===== config.mk =====
export PLATFORM = sky130hd
export DESIGN_NAME = id_ex_stage_flat
export DESIGN_NICKNAME = d
export VERILOG_FILES = /design/src/rtl/id_ex_if.sv /design/src/rtl/id_ex_stage.sv /design/src/flat_wrapper.sv
export SDC_FILE = /design/constraint.sdc
export NUM_CORES = 1
export LEC_CHECK = 0
export CORE_MARGIN = 3
export CORE_UTILIZATION = 40
export CTS_BUF_LIST = sky130_fd_sc_hd__clkbuf_8
export DETAILED_ROUTE_END_ITERATION = 6
export PLACE_DENSITY = 0.83
export SYNTH_ARGS = -nofsm -noshare
export SYNTH_HDL_FRONTEND = slang
export SYNTH_SLANG_ARGS = --single-unit

===== constraint.sdc =====
create_clock -name clk -period 2.9 [get_ports clk]
set_input_delay 0.29 -clock clk [delete_from_list [all_inputs] [get_ports clk]]
set_output_delay 0.29 -clock clk [all_outputs]
set_load 0.01 [all_outputs]

===== src/rtl/id_ex_if.sv =====
// Bundle of the decode-to-execute signals exchanged with id_ex_stage.
// The master (decode/hazard side) drives the id_* fields, MEM feedback and control; the slave is the EX register.
interface id_ex_if;
  logic        id_valid;
  logic [31:0] id_A;
  logic [31:0] id_B;
  logic [31:0] id_imm;
  logic [4:0]  id_rs1;
  logic [4:0]  id_rs2;
  logic [4:0]  id_rd;
  logic [3:0]  id_ALUop;
  logic        id_ALUsrc;
  logic        id_regwrite;
  logic        id_memread;
  logic [4:0]  mem_rd;
  logic        mem_regwrite;
  logic        flush;
  logic        ex_hold;

  logic [31:0] A;
  logic [31:0] B;
  logic [31:0] immediate;
  logic [1:0]  SEL_A;
  logic [1:0]  SEL_B;
  logic [3:0]  ALUop;
  logic        ALUsrc;
  logic        regwrite;
  logic        memread;
  logic        ex_valid;
  logic [4:0]  ex_rd;
  logic        stall;
  logic [15:0] bubble_cnt;

  modport master (
    output id_valid, id_A, id_B, id_imm, id_rs1, id_rs2, id_rd,
           id_ALUop, id_ALUsrc, id_regwrite, id_memread,
           mem_rd, mem_regwrite, flush, ex_hold,
    input  A, B, immediate, SEL_A, SEL_B, ALUop, ALUsrc, regwrite,
           memread, ex_valid, ex_rd, stall, bubble_cnt
  );

  modport slave (
    input  id_valid, id_A, id_B, id_imm, id_rs1, id_rs2, id_rd,
           id_ALUop, id_ALUsrc, id_regwrite, id_memread,
           mem_rd, mem_regwrite, flush, ex_hold,
    output A, B, immediate, SEL_A, SEL_B, ALUop, ALUsrc, regwrite,
           memread, ex_valid, ex_rd, stall, bubble_cnt
  );
endinterface


===== src/rtl/id_ex_stage.sv =====
// ID/EX pipeline register with load-use/RAW hazard detection, forwarding selects and a saturating bubble counter.
// Define ID_EX_FWD_EN to enable operand forwarding; without it every RAW dependency on EX or MEM stalls.
module id_ex_stage (
  input logic  clk,
  input logic  rst_n,
  id_ex_if.slave bus
);

  logic        ex_valid_q;
  logic        regwrite_q;
  logic        memread_q;
  logic        alusrc_q;
  logic [3:0]  alu_op_q;
  logic [1:0]  sel_a_q;
  logic [1:0]  sel_b_q;
  logic [4:0]  ex_rd_q;
  logic [31:0] a_q;
  logic [31:0] b_q;
  logic [31:0] imm_q;
  logic [15:0] bubble_cnt_q;

  logic        load_use;
  logic        hazard;
  logic [1:0]  sel_a_d;
  logic [1:0]  sel_b_d;

`ifdef ID_EX_FWD_EN
  // EX is the newer producer, so it is checked before MEM; x0 never forwards.
  function automatic logic [1:0] fwd_sel(input logic [4:0] rs);
    if (ex_valid_q && regwrite_q && (ex_rd_q != 5'd0) && (ex_rd_q == rs))
      return 2'd2;
    else if (bus.mem_regwrite && (bus.mem_rd != 5'd0) && (bus.mem_rd == rs))
      return 2'd1;
    else
      return 2'd0;
  endfunction
`endif

  always_comb begin
    load_use = ex_valid_q && memread_q && (ex_rd_q != 5'd0) && bus.id_valid &&
               ((ex_rd_q == bus.id_rs1) || ((ex_rd_q == bus.id_rs2) && !bus.id_ALUsrc));
`ifdef ID_EX_FWD_EN
    sel_a_d = fwd_sel(bus.id_rs1);
    sel_b_d = fwd_sel(bus.id_rs2);
    hazard  = load_use;
`else
    sel_a_d = 2'd0;
    sel_b_d = 2'd0;
    hazard  = load_use ||
              (bus.id_valid && ex_valid_q && regwrite_q && (ex_rd_q != 5'd0) &&
               ((ex_rd_q == bus.id_rs1) || (ex_rd_q == bus.id_rs2))) ||
              (bus.id_valid && bus.mem_regwrite && (bus.mem_rd != 5'd0) &&
               ((bus.mem_rd == bus.id_rs1) || (bus.mem_rd == bus.id_rs2)));
`endif
  end

  // Reset must release decode immediately, and a flush overrides any stall reason.
  assign bus.stall = rst_n && !bus.flush && (bus.ex_hold || hazard);

  // Priority: flush, then hold, then hazard bubble, then capture; bubbles leave data fields untouched.
  always_ff @(posedge clk or negedge rst_n) begin
    if (!rst_n) begin
      ex_valid_q   <= 1'b0;
      regwrite_q   <= 1'b0;
      memread_q    <= 1'b0;
      alusrc_q     <= 1'b0;
      alu_op_q     <= 4'd0;
      sel_a_q      <= 2'd0;
      sel_b_q      <= 2'd0;
      ex_rd_q      <= 5'd0;
      a_q          <= 32'd0;
      b_q          <= 32'd0;
      imm_q        <= 32'd0;
      bubble_cnt_q <= 16'd0;
    end else if (bus.flush || (!bus.ex_hold && (hazard || !bus.id_valid))) begin
      ex_valid_q <= 1'b0;
      regwrite_q <= 1'b0;
      memread_q  <= 1'b0;
      alu_op_q   <= 4'd0;
      sel_a_q    <= 2'd0;
      sel_b_q    <= 2'd0;
      ex_rd_q    <= 5'd0;
      if (!bus.flush && hazard && (bubble_cnt_q != 16'hFFFF))
        bubble_cnt_q <= bubble_cnt_q + 16'd1;
    end else if (!bus.ex_hold) begin
      ex_valid_q <= 1'b1;
      regwrite_q <= bus.id_regwrite;
      memread_q  <= bus.id_memread;
      alusrc_q   <= bus.id_ALUsrc;
      alu_op_q   <= bus.id_ALUop;
      sel_a_q    <= sel_a_d;
      sel_b_q    <= sel_b_d;
      ex_rd_q    <= bus.id_rd;
      a_q        <= bus.id_A;
      b_q        <= bus.id_B;
      imm_q      <= bus.id_imm;
    end
  end

  assign bus.ex_valid   = ex_valid_q;
  assign bus.regwrite   = regwrite_q;
  assign bus.memread    = memread_q;
  assign bus.ALUsrc     = alusrc_q;
  assign bus.ALUop      = alu_op_q;
  assign bus.SEL_A      = sel_a_q;
  assign bus.SEL_B      = sel_b_q;
  assign bus.ex_rd      = ex_rd_q;
  assign bus.A          = a_q;
  assign bus.B          = b_q;
  assign bus.immediate  = imm_q;
  assign bus.bubble_cnt = bubble_cnt_q;

endmodule


===== src/flat_wrapper.sv =====
// flat-port wrapper written by rule: the top's interface ports become plain ports
module id_ex_stage_flat 
  (clk, rst_n, bus_id_valid, bus_id_A, bus_id_B, bus_id_imm, bus_id_rs1, bus_id_rs2, bus_id_rd, bus_id_ALUop, bus_id_ALUsrc, bus_id_regwrite, bus_id_memread, bus_mem_rd, bus_mem_regwrite, bus_flush, bus_ex_hold, bus_A, bus_B, bus_immediate, bus_SEL_A, bus_SEL_B, bus_ALUop, bus_ALUsrc, bus_regwrite, bus_memread, bus_ex_valid, bus_ex_rd, bus_stall, bus_bubble_cnt);
  id_ex_if bus_i ();
  input logic clk;
  input logic rst_n;
  input wire logic [$bits(bus_i.id_valid)-1:0] bus_id_valid;
  input wire logic [$bits(bus_i.id_A)-1:0] bus_id_A;
  input wire logic [$bits(bus_i.id_B)-1:0] bus_id_B;
  input wire logic [$bits(bus_i.id_imm)-1:0] bus_id_imm;
  input wire logic [$bits(bus_i.id_rs1)-1:0] bus_id_rs1;
  input wire logic [$bits(bus_i.id_rs2)-1:0] bus_id_rs2;
  input wire logic [$bits(bus_i.id_rd)-1:0] bus_id_rd;
  input wire logic [$bits(bus_i.id_ALUop)-1:0] bus_id_ALUop;
  input wire logic [$bits(bus_i.id_ALUsrc)-1:0] bus_id_ALUsrc;
  input wire logic [$bits(bus_i.id_regwrite)-1:0] bus_id_regwrite;
  input wire logic [$bits(bus_i.id_memread)-1:0] bus_id_memread;
  input wire logic [$bits(bus_i.mem_rd)-1:0] bus_mem_rd;
  input wire logic [$bits(bus_i.mem_regwrite)-1:0] bus_mem_regwrite;
  input wire logic [$bits(bus_i.flush)-1:0] bus_flush;
  input wire logic [$bits(bus_i.ex_hold)-1:0] bus_ex_hold;
  output wire logic [$bits(bus_i.A)-1:0] bus_A;
  output wire logic [$bits(bus_i.B)-1:0] bus_B;
  output wire logic [$bits(bus_i.immediate)-1:0] bus_immediate;
  output wire logic [$bits(bus_i.SEL_A)-1:0] bus_SEL_A;
  output wire logic [$bits(bus_i.SEL_B)-1:0] bus_SEL_B;
  output wire logic [$bits(bus_i.ALUop)-1:0] bus_ALUop;
  output wire logic [$bits(bus_i.ALUsrc)-1:0] bus_ALUsrc;
  output wire logic [$bits(bus_i.regwrite)-1:0] bus_regwrite;
  output wire logic [$bits(bus_i.memread)-1:0] bus_memread;
  output wire logic [$bits(bus_i.ex_valid)-1:0] bus_ex_valid;
  output wire logic [$bits(bus_i.ex_rd)-1:0] bus_ex_rd;
  output wire logic [$bits(bus_i.stall)-1:0] bus_stall;
  output wire logic [$bits(bus_i.bubble_cnt)-1:0] bus_bubble_cnt;
  assign bus_i.id_valid = bus_id_valid;
  assign bus_i.id_A = bus_id_A;
  assign bus_i.id_B = bus_id_B;
  assign bus_i.id_imm = bus_id_imm;
  assign bus_i.id_rs1 = bus_id_rs1;
  assign bus_i.id_rs2 = bus_id_rs2;
  assign bus_i.id_rd = bus_id_rd;
  assign bus_i.id_ALUop = bus_id_ALUop;
  assign bus_i.id_ALUsrc = bus_id_ALUsrc;
  assign bus_i.id_regwrite = bus_id_regwrite;
  assign bus_i.id_memread = bus_id_memread;
  assign bus_i.mem_rd = bus_mem_rd;
  assign bus_i.mem_regwrite = bus_mem_regwrite;
  assign bus_i.flush = bus_flush;
  assign bus_i.ex_hold = bus_ex_hold;
  assign bus_A = bus_i.A;
  assign bus_B = bus_i.B;
  assign bus_immediate = bus_i.immediate;
  assign bus_SEL_A = bus_i.SEL_A;
  assign bus_SEL_B = bus_i.SEL_B;
  assign bus_ALUop = bus_i.ALUop;
  assign bus_ALUsrc = bus_i.ALUsrc;
  assign bus_regwrite = bus_i.regwrite;
  assign bus_memread = bus_i.memread;
  assign bus_ex_valid = bus_i.ex_valid;
  assign bus_ex_rd = bus_i.ex_rd;
  assign bus_stall = bus_i.stall;
  assign bus_bubble_cnt = bus_i.bubble_cnt;
  id_ex_stage u_core (.clk(clk), .rst_n(rst_n), .bus(bus_i));
endmodule

## Word-level counts from Yosys, hierarchy flattened

Cells that the tools add are included.

| cells by class | value |
|---|---|
| equal/unequal tests | 6 |
| $add $sub $neg | 1 |
| bitwise logic cells | 2 |
| reductions and logical operators | 33 |
| mux-type cells | 12 |

Operators by type and width:

| operator | count |
|---|---|
| $eq 5x5->1 | 4 |
| $logic_and 1x1->1 | 17 |
| $add 16x1->16 const B | 1 |
| $ne 16x16->1 const B | 1 |
| $mux 5 | 2 |
| $reduce_bool 5->1 | 2 |
| $logic_or 1x1->1 | 8 |
| $mux 4 | 2 |
| $mux 1 | 6 |
| $logic_not 1->1 | 4 |
| $mux 2 | 2 |
| $reduce_and 2->1 | 2 |
| $ne 2x1->1 const B | 1 |
| $not 1->1 | 2 |

| word-level totals | value |
|---|---|
| register bits after elaboration | 127 |
| logic and storage cells | 65 |
| output and inout port bits | 130 |
| input port bits | 129 |

## Longest topological paths before layout

Gate-level depths: netlist of run 1.

| depth | value |
|---|---|
| depth in word-level cells | 11 |
| gate-level depth with buffers | 9 |
| depth with buffers taken out | 7 |

## Worst setup path after synthesis of run 1

No wires, ideal clock.

| timing | value |
|---|---|
| path type | register -> register |
| start point | register u_core.ex_rd_q[3] (netlist: u_core.bus.ex_rd[3]) |
| end point | register u_core.b_q[14] (netlist: u_core.bus.B[14]) |
| library setup time | 0.127 ns |
| cell stages (with the launch flop) | 10 |
| clock period less this slack | 2.223 ns |
| setup slack | 0.677 ns |
| arrival | 2.095 ns |
| required time | 2.773 ns |
| buffers on the path | 3 |
| cell sequence | dfrtp_1 -> xor2_1 -> a211o_1 -> o22ai_1 -> a22oi_4 -> and3_1 -> buf_4 -> buf_6 -> buf_8 -> mux2_1 |

| between the ends | value |
|---|---|
| cells in the longest elaborated chain, start to end | 11 |
| elaborated cells on any way between the ends | 18 |
| classes of those cells | 2 x eq/ne; 1 x bitwise; 15 x reduce/logical |

Ends and longest elaborated chain:

| element | RTL line | source |
|---|---|---|
| from (decl) | id_ex_stage.sv:16 | `logic [4:0] ex_rd_q;` |
| from (signal assigned) | id_ex_stage.sv:93 | `ex_rd_q <= bus.id_rd;` |
| $eq 5x5->1 / $reduce_bool 5->1 (equally long branches) | n/a |  |
| $logic_and 1x1->1 (on tied branches) | id_ex_stage.sv:41, id_ex_stage.sv:40 |  |
| $logic_or 1x1->1 / $logic_and 1x1->1 (equally long branches) | id_ex_stage.sv:41, id_ex_stage.sv:40 |  |
| $logic_and 1x1->1 | id_ex_stage.sv:40 | `load_use = ex_valid_q && memread_q && (ex_rd_q != 5'd0) && bus.id_valid &&` |
| $logic_or 1x1->1 (*) | id_ex_stage.sv:49 | `hazard = load_use \|\|` |
| $logic_or 1x1->1 (*) | id_ex_stage.sv:51 | `((ex_rd_q == bus.id_rs1) \|\| (ex_rd_q == bus.id_rs2))) \|\|` |
| $logic_or 1x1->1 (*) | id_ex_stage.sv:75 | `end else if (bus.flush \|\| (!bus.ex_hold && (hazard \|\| !bus.id_valid))) begin` |
| $logic_and 1x1->1 (*) | id_ex_stage.sv:75 |  |
| $logic_or 1x1->1 (*) | id_ex_stage.sv:75 |  |
| $not 1->1 (no line) (*) | n/a |  |
| $reduce_and 2->1 (no line) (*) | n/a |  |
| to (signal assigned) | id_ex_stage.sv:95 | `b_q <= bus.id_B;` |
| to (decl) | id_ex_stage.sv:18 | `logic [31:0] b_q;` |

Mark *: on every way between the ends. The rest lies on a longest branch, timed or not.
A chain may end at the register's enable or synchronous reset.

## Final worst setup path of run 1

| timing | value |
|---|---|
| start point | register u_core.ex_rd_q[3] (netlist: u_core.bus.ex_rd[3]) |
| end point | output port bus_stall |

| between the ends | value |
|---|---|
| cells in the longest elaborated chain, start to end | 8 |
| elaborated cells on any way between the ends | 15 |
| classes of those cells | 2 x eq/ne; 13 x reduce/logical |

Ends and longest elaborated chain:

| element | RTL line | source |
|---|---|---|
| $eq 5x5->1 / $reduce_bool 5->1 (equally long branches) | n/a |  |
| $logic_and 1x1->1 (on tied branches) | id_ex_stage.sv:41, id_ex_stage.sv:40 |  |
| $logic_or 1x1->1 / $logic_and 1x1->1 (equally long branches) | id_ex_stage.sv:41, id_ex_stage.sv:40 |  |
| $logic_and 1x1->1 | id_ex_stage.sv:40 |  |
| $logic_or 1x1->1 (*) | id_ex_stage.sv:49 |  |
| $logic_or 1x1->1 (*) | id_ex_stage.sv:51 |  |
| $logic_or 1x1->1 (*) | id_ex_stage.sv:58 | `assign bus.stall = rst_n && !bus.flush && (bus.ex_hold \|\| hazard);` |
| $logic_and 1x1->1 (*) | id_ex_stage.sv:58 |  |
| to (decl) | flat_wrapper.sv:33 | `output wire logic [$bits(bus_i.stall)-1:0] bus_stall;` |

Marks and branches as above.

==> results.md, run 1 <==
- Status: completed
- Sequential fraction of the synthesis area: 60.2%
- Place WS: 0.168 ns
- Final Worst Setup Slack: 0.160 ns
- CP peak stage delay: 0.56 ns
- Clk_lat worst skew: 0.44 ns
- Max Clk Rate: 365 MHz
- Mapped Cells: 352
- Fillcell total: 936
- Total GRT Usage: 19.8%
- Worst min path class: in2async
- Global-route wire length before repair: 22.0 mm
- Final setup fails: 0
- Crit path from: u_core.bus.ex_rd[3]
- Synthesis-stage register bit count: 125
- CTS tree: yes
- CP bufs+invs: 1
- R2r startpoint: u_core.bus.ex_rd[3]
- Number of diodes: 0
- Post_cts resized: 0
- Detailed placement HPWL: 10.5 mm
- Layout Utilization: 65.9%
- Max-slew violations: 0
- Delay-heaviest family, CP: compound AO/OA/AOI/OAI gates
- Rows: 41
- Final Cycle Share: 94.5%
- CTS Sinks: 125
- DRC: 0
- Setup Fix Bufs, Post-CTS: 0
- Netlist cell types: 35
- Initial antenna violation count: 0
- Cts hold-fix bufs: 0
- Placed cells: 770
- Startpoint Class: flip-flop
- Clk buf depth: 2
- Power Density: 623 mW/mm2
- Drt pass-1 iters: 4
- Placed Area: 0.00790 mm2
- Worst reg2reg path depth: 7
- Post-synth EDFFs: 0
- Routed Antenna Nets: 0
- CP max stage cell: clkdlybuf4s50_1
- Prevailing post-synth register cell: dfrtp_1
- Clk Tree Root Cell: clkbuf_8
- Most frequent cells in the layout: clkdlybuf4s50_1, dfrtp_1, mux2_2
- Final wirelength: 13.9 mm
- DRT iter0 DRCs: 223
- Die Footprint: 0.0144 mm2
- Nets@finish: 747
- MaxCap Viol Count: 0
- Ys async rst share: 100%
- Layout Area Growth over Synthesis: 60.7%
- Vias: 3897
- Worst vdd ir: 0.419 mV
- Hold violation count in the final report: 0
- Worst Skew: 0.00721 ns
- Commonest non-fill, non-tap cell in the layout: clkdlybuf4s50_1
- RSZ-0062 raised after global routing: false
- Die span in y: 120 um
- Die Wd: 120 um
- Slew @ Worst Pin: 0.855 ns
- Core box area: 0.0127 mm2
- Post-route non-filler standard cell count: 802
- Max_slew headroom: 43.0%
- Setup TNS: 0 ns
- Synth warn: 0
- Fin area: 0.00835 mm2
- H-tree Lvls: 4
- Leak: 3.52 nW
- Layout cells sized above 1: 21.3%
- RePlAce Congestion: 0.822
- Vias in the first global route: 4232
- CP Max Fanout: 5
- Via/cell ratio: 4.86
- Port Buffers: 254
- Minimum clock period: 2.74 ns
- Worst Path Arrival: 2.45 ns
- CP Capture Type: primary output
- Mapped cell area: 0.00520 mm2
- Wire per inst: 17.4 um
- Worst-path cell chain: xor2_1 > a211o_1 > o22ai_1 > a22oi_4 > a21oi_2 > clkdlybuf4s50_1
- Synth Area per Inst: 14.8 um2
- GRT overflow: 0
- Clk slew on worst S/H paths: 0.08 ns
- Required time worst endpoint: 2.61 ns
- Largest net degree at the start of global routing: 72
- CTS Buf Count: 17
- Starting Density: 41.0%
- Crit Path Class: reg2out
- # IOs: 259
- Crit. path cell count: 6
==> synth_stat cells, drive strengths merged (2+ instances only) <==
| cell type | count | area share, % |
|---|---|---|
| and3 | 2 | 0.24 |
| o22ai | 2 | 0.24 |
| nor4 | 6 | 0.72 |
| nand3 | 10 | 0.96 |
| a22o | 11 | 1.9 |
| nand2 | 10 | 0.72 |
| a21oi | 2 | 0.19 |
| clkbuf | 3 | 0.22 |
| nand4 | 4 | 0.48 |
| xnor2 | 18 | 3.0 |
| xor2 | 17 | 2.9 |
| mux2 | 98 | 22 |
| nor4b | 2 | 0.34 |
| nor2 | 7 | 0.51 |
| nor3 | 5 | 0.48 |
| nor3b | 2 | 0.29 |
| dfrtp | 125 | 60 |
| buf | 16 | 2.8 |
==> kinds of logic (layout without fill, tap and decap cells) <==
logic type	after synthesis	count (layout)	share of synthesized area [%]
multiplexers	98	98	22.0
adder cells (fa/ha/maj)	1	1	0.241
AND/OR/NAND/NOR	52	52	5.27
flip-flops	125	125	60.2
AO/OA/AOI/OAI	20	20	3.30
other	1	4	0.0722
XOR/XNOR	35	35	5.90
buffers and inverters	20	295	3.06
==> metal layers <==
layer	GRT usage (%)	vias up	wire (um)
met2	34.1	182	7150
met4	7.30	0	261
met1	22.0	1919	5360
li1	-	1776	-
met3	7.82	20	1170
met5	0	-	0
==> report_power, final <==
group          switching, W  leakage [nW]  total (W)  internal (W)
logic              0.000462          1.76    0.00133      0.000867
registers          0.000154          1.53    0.00218       0.00202
clock network      0.000715         0.219    0.00170      0.000986
==> final cells by class <==
class / count / area [um2] / area share (%)
Tap cell: 172 / 215 / 2.58
Multi-Input combinational cell: 210 / 1930 / 23.1
Timing Repair Buffer: 262 / 2630 / 31.4
Clock inverter: 13 / 188 / 2.25
Sequential cell: 125 / 3130 / 37.5
Clock buffer: 19 / 262 / 3.13
Inverter: 1 / 3.75 / 0.0450
==> state kept, by name, summed over array words and instances (netlist names) <==
name                   flops
u_core.bus.memread         1
u_core.bus.A              32
u_core.bus.ex_rd           5
u_core.bus.ALUop           4
u_core.bus.bubble_cnt     16
u_core.bus.B              32
u_core.bus.ALUsrc          1
u_core.bus.regwrite        1
u_core.bus.ex_valid        1
u_core.bus.immediate      32
==> metrics by stage <==
step           hold WS (ns)  power, W
4_1_cts             0.00709   0.00527
3_5_place_dp          0.477   0.00355
3_3_place_gp          0.471   0.00350
5_1_grt              0.0501   0.00544
6_report             0.0249   0.00521
2_1_floorplan      -0.00559   0.00267
==> final timing paths <==
kind	to	slack, ns
setup / recovery	bus_stall	0.16
hold / removal	u_core.bus.A[22]	0.02
setup reg to reg	u_core.bus.bubble_cnt[9]	0.76
hold reg to reg	u_core.bus.B[22]	0.49
max in group asynchronous	u_core.bus.B[20]	2.26
min in group clk	u_core.bus.B[16]	0.45
Note: power is estimated with default switching activity, not from simulation.
==> run 2, diff against run 1 <==
- CORE_ASPECT_RATIO: default -> 1.25
- PLACE_DENSITY: 0.83 -> 0.86
==> results.md, run 2 (same netlist as run 1, synthesis figures left out) <==
- Status: completed
- H-tree Lvls: 4
- Rows: 45
- Max Clk Rate: 367 MHz
- Power Density: 632 mW/mm2
- Port Buffers: 254
- R2r startpoint: u_core.bus.ex_rd[3]
- Most frequent cells in the layout: clkdlybuf4s50_1, dfrtp_1, mux2_2
- # IOs: 259
- Worst vdd ir: 0.320 mV
- Critical Path Sink: bus_stall
- Slew @ Worst Pin: 0.788 ns
- Die Wd: 108 um
- Detailed placement HPWL: 11.0 mm
- Die span in y: 133 um
- CTS tree: yes
- Hold violation count in the final report: 0
- Commonest non-fill, non-tap cell in the layout: clkdlybuf4s50_1
- Clk slew on worst S/H paths: 0.08 ns
- Post-route non-filler standard cell count: 793
- DRC: 0
- Core box area: 0.0124 mm2
- Clk_lat worst skew: 0.42 ns
- Max_slew headroom: 47.3%
- Setup Fix Bufs, Post-CTS: 0
- Wire per inst: 18.1 um
- Largest net degree at the start of global routing: 126
- Worst reg2reg path depth: 7
- CP bufs+invs: 1
- Delay-heaviest family, CP: compound AO/OA/AOI/OAI gates
- Drt pass-1 iters: 4
- CTS Sinks: 125
- Final wirelength: 14.4 mm
- Minimum clock period: 2.73 ns
- Initial antenna violation count: 0
- Total GRT Usage: 20.2%
- Required time worst endpoint: 2.61 ns
- Post_cts resized: 0
- Vias: 3902
- Setup TNS: 0 ns
- Worst Path Arrival: 2.44 ns
- Worst-path cell chain: xor2_1 > a211o_1 > o22ai_1 > a22oi_4 > a21oi_1 > clkdlybuf4s50_1
- Cts hold-fix bufs: 0
- Crit. path cell count: 6
- Number of diodes: 0
- Leak: 3.54 nW
- Vias in the first global route: 4248
- Clk Tree Root Cell: clkbuf_8
- Starting Density: 41.8%
- Crit Path Class: reg2out
- Placed cells: 761
- Nets@finish: 746
- Clk buf depth: 2
- Hold_ws: 0.0309 ns
- Reg-to-reg setup timing slack: 0.68 ns
- Startpoint Class: flip-flop
- CP max stage cell: clkdlybuf4s50_1
- CTS Buf Count: 17
- Die Footprint: 0.0144 mm2
- RSZ-0062 raised after global routing: false
- GRT overflow: 0
- Crit path from: u_core.bus.ex_rd[3]
- Global-route wire length before repair: 22.4 mm
- DRT iter0 DRCs: 88
- Layout Area Growth over Synthesis: 61.2%
- Worst r2r dst: u_core.bus.bubble_cnt[5]
- MaxCap Viol Count: 0
- CP Max Fanout: 5
- Worst min path class: in2async
- Worst Skew: 0.0161 ns
- Layout cells sized above 1: 20.8%
- Max-slew violations: 0
- Final setup fails: 0
- CP peak stage delay: 0.56 ns
- CP Capture Type: primary output
- Routed Antenna Nets: 0
- Final Cycle Share: 94.1%
- RePlAce Congestion: 0.885
- Via/cell ratio: 4.92
## run 2: changes by cell type in the layout (fill, tap and decap cells not counted), moves of 2 or more
cell and delta:
buf_12 +2, clkinv_4 +2, clkinvlp_4 -3, buf_4 -3
## run 2: worst reg2reg max path, cell delays in order (launching register included)
cell	delay [ns]
dfrtp_1	0.46
xor2_1	0.19
a211o_1	0.26
o22ai_1	0.22
a22oi_4	0.13
buf_4	0.20
nor4b_1	0.48
xor2_1	0.20
## run 2: final cells by class
type / instances / area (um2)
clock buffers: 19 / 262
clock inverters: 13 / 211
fillers: 919 / 4070
inverters: 1 / 3.75
multi-input cells: 210 / 1930
flip-flops and latches: 125 / 3130
well taps: 164 / 205
repair buffers: 261 / 2640
## run 2: report_power, final
| group | internal [W] | leakage (nW) | total [W] | switching, W |
|---|---|---|---|---|
| logic | 0.000869 | 1.77 | 0.00133 | 0.000464 |
| registers | 0.00202 | 1.53 | 0.00218 | 0.000158 |
| clock network | 0.00108 | 0.242 | 0.00178 | 0.000707 |
## run 2: worst min path at each step
stage,to,slack (ns),depth (start not counted)
global route,u_core.bus.A[4],0.06,2
finish,u_core.bus.B[25],0.03,2
detailed placement,u_core.bus.bubble_cnt[12],0.48,1
floorplan,u_core.bus.ALUop[0],-0.006,0
CTS,u_core.bus.immediate[17],0.06,2
global placement,u_core.bus.B[21],0.47,1
## run 2: per-layer routing
layer  routed length [um]  global-route usage, %  part of all wire, %  up-vias
met4                  352                   7.51                  2.4        0
met2                 7850                   37.4                   55      178
met1                 4990                   20.4                   35     1917
met3                 1180                   7.37                  8.2       28
li1                     -                      -                    -     1779
met5                    0                      0                    0        -
## run 2: through the flow
stage	util [%]	power (W)	cell area (um2)	worst slack [ns]
detailed placement	63.5	0.00357	7910	0.0999
floorplan	-	0.00267	5210	0.677
CTS	67.3	0.00537	8380	0.140
finish	67.3	0.00530	8380	0.172
global route	67.3	0.00555	8380	0.0124
global placement	63.5	0.00351	7910	0.161
==> run 3, diff against run 2 <==
- CORE_MARGIN: 3 -> 2
- DONT_BUFFER_PORTS: default -> 1
- PLACE_DENSITY: 0.86 -> 0.6
==> results.md, run 3 (same netlist as run 1, synthesis figures left out) <==
- Nets@finish: 574
- Vias: 3130
- Crit Path Class: reg2reg
- Reg area: 0.00313 mm2
- Required time worst endpoint: 3.18 ns
- Leak: 2.84 nW
- Final Cycle Share: 87.8%
- Detailed placement HPWL: 7.80 mm
- RSZ-0062 raised after global routing: false
- Worst Path Arrival: 2.83 ns
- DRC: 0
- Most frequent cells in the layout: dfrtp_1, dlygate4sd3_1, mux2_2
- Die Footprint: 0.0139 mm2
- Worst min path class: in2async
- Starting Density: 41.0%
- Worst-path cell chain: xor2_1 > a211o_1 > o22ai_1 > a22oi_4 > and3_4 > buf_12 > mux2_2
- CTS Buf Count: 17
- Post_cts resized: 0
- H-tree Lvls: 4
- CP bufs+invs: 1
- Clk Tree Root Cell: clkbuf_8
- Layout cells sized above 1: 27.2%
- Busiest grt layer: met2
- Hold_ws: -0.431 ns
- Clk buf depth: 2
- Max-slew violations: 0
- Startpoint Class: flip-flop
- Tot Pwr: 0.00424 W
- Slew @ Worst Pin: 0.822 ns
- Max Clk Rate: 393 MHz
- Fillcell total: 1048
- Clk_lat worst skew: 0.41 ns
- Delay-heaviest family, CP: compound AO/OA/AOI/OAI gates
- Global-route met3 utilization: 6.70%
- CP max stage cell: dfrtp_1
- Crit. path cell count: 7
- CTS Sinks: 125
- MaxCap Viol Count: 0
- Worst vdd ir: 0.272 mV
- CP peak stage delay: 0.51 ns
- Core box area: 0.0127 mm2
- Number of diodes: 0
- Status: finished, violations left
- Max_slew headroom: 45.0%
- Total GRT Usage: 16.3%
- Die span in y: 131 um
- Worst reg2reg path depth: 7
- Met2 usage: 29.2%
- RePlAce Congestion: 0.740
- Final wirelength: 11.6 mm
- Multi-input gate area: 0.00193 mm2
- Wire per inst: 18.5 um
- DRT iter0 DRCs: 78
- Layout Utilization: 51.7%
- Routing usage on met1: 16.4%
- Post-route non-filler standard cell count: 624
- Cts hold-fix bufs: 47
- Global-route wire length before repair: 17.7 mm
- Initial antenna violation count: 0
- Power Density: 649 mW/mm2
- Die Wd: 106 um
- Setup TNS: 0 ns
- Largest net degree at the start of global routing: 127
- Drt pass-1 iters: 4
- CP Capture Type: flip-flop
- Final setup fails: 0
- Hold violation count in the final report: 125
- Via/cell ratio: 5.02
- Commonest non-fill, non-tap cell in the layout: dfrtp_1
- Routed Antenna Nets: 0
- Layout Area Growth over Synthesis: 25.9%
- GRT overflow: 0
- # IOs: 259
- Vias in the first global route: 3407
- CP Max Fanout: 64
- Port Buffers: 0
- Violated checks: hold timing
- Rows: 46
- Clk slew on worst S/H paths: 0.07 ns
- CTS tree: yes
- Setup Fix Bufs, Post-CTS: 0
- Minimum clock period: 2.55 ns
- Placed cells: 508
- Worst Skew: 0.0106 ns
[run 3: worst paths after layout]
path / start / end / slack (ns)
max in group asynchronous: rst_n / u_core.bus.B[2] / 3.10
max: u_core.bus.ex_rd[0] / u_core.bus.immediate[14] / 0.35
max reg2reg: u_core.bus.ex_rd[0] / u_core.bus.immediate[14] / 0.35
min in group clk: bus_id_imm[8] / u_core.bus.immediate[8] / 0.03
min: rst_n / u_core.bus.ALUop[0] / -0.43
min reg2reg: u_core.bus.bubble_cnt[12] / u_core.bus.bubble_cnt[12] / 0.56
[run 3: where the power goes]
part           switching (W)  internal [W]  leakage (nW)
combinational       0.000135      0.000330          1.12
clock               0.000663      0.000744         0.183
sequential          0.000349       0.00202          1.53
total                0.00115       0.00310          2.84
[run 3: metrics by stage]
stage	setup WS (ns)	hold slack [ns]	instance area [um2]
finish	0.354	-0.431	6540
global route	0.215	-0.489	6540
CTS	0.327	-0.472	6160
detailed placement	0.310	-0.00310	5320
global placement	0.374	-0.00342	5320
floorplan	0.677	-0.00559	5210
[run 3: final cells by class]
class / count / share of cell area [%]
flip-flops and latches: 125 / 47.8
multi-input cells: 210 / 29.4
repair buffers: 89 / 13.9
clock buffers: 17 / 3.58
well taps: 168 / 3.21
clock inverters: 14 / 2.03
inverters: 1 / 0.0574
[run 3: routing by layer]
layer	part of all wire (%)	routed length (um)
met1	35	3990
met2	56	6430
met3	7.8	908
met4	2.1	238
met5	0	0
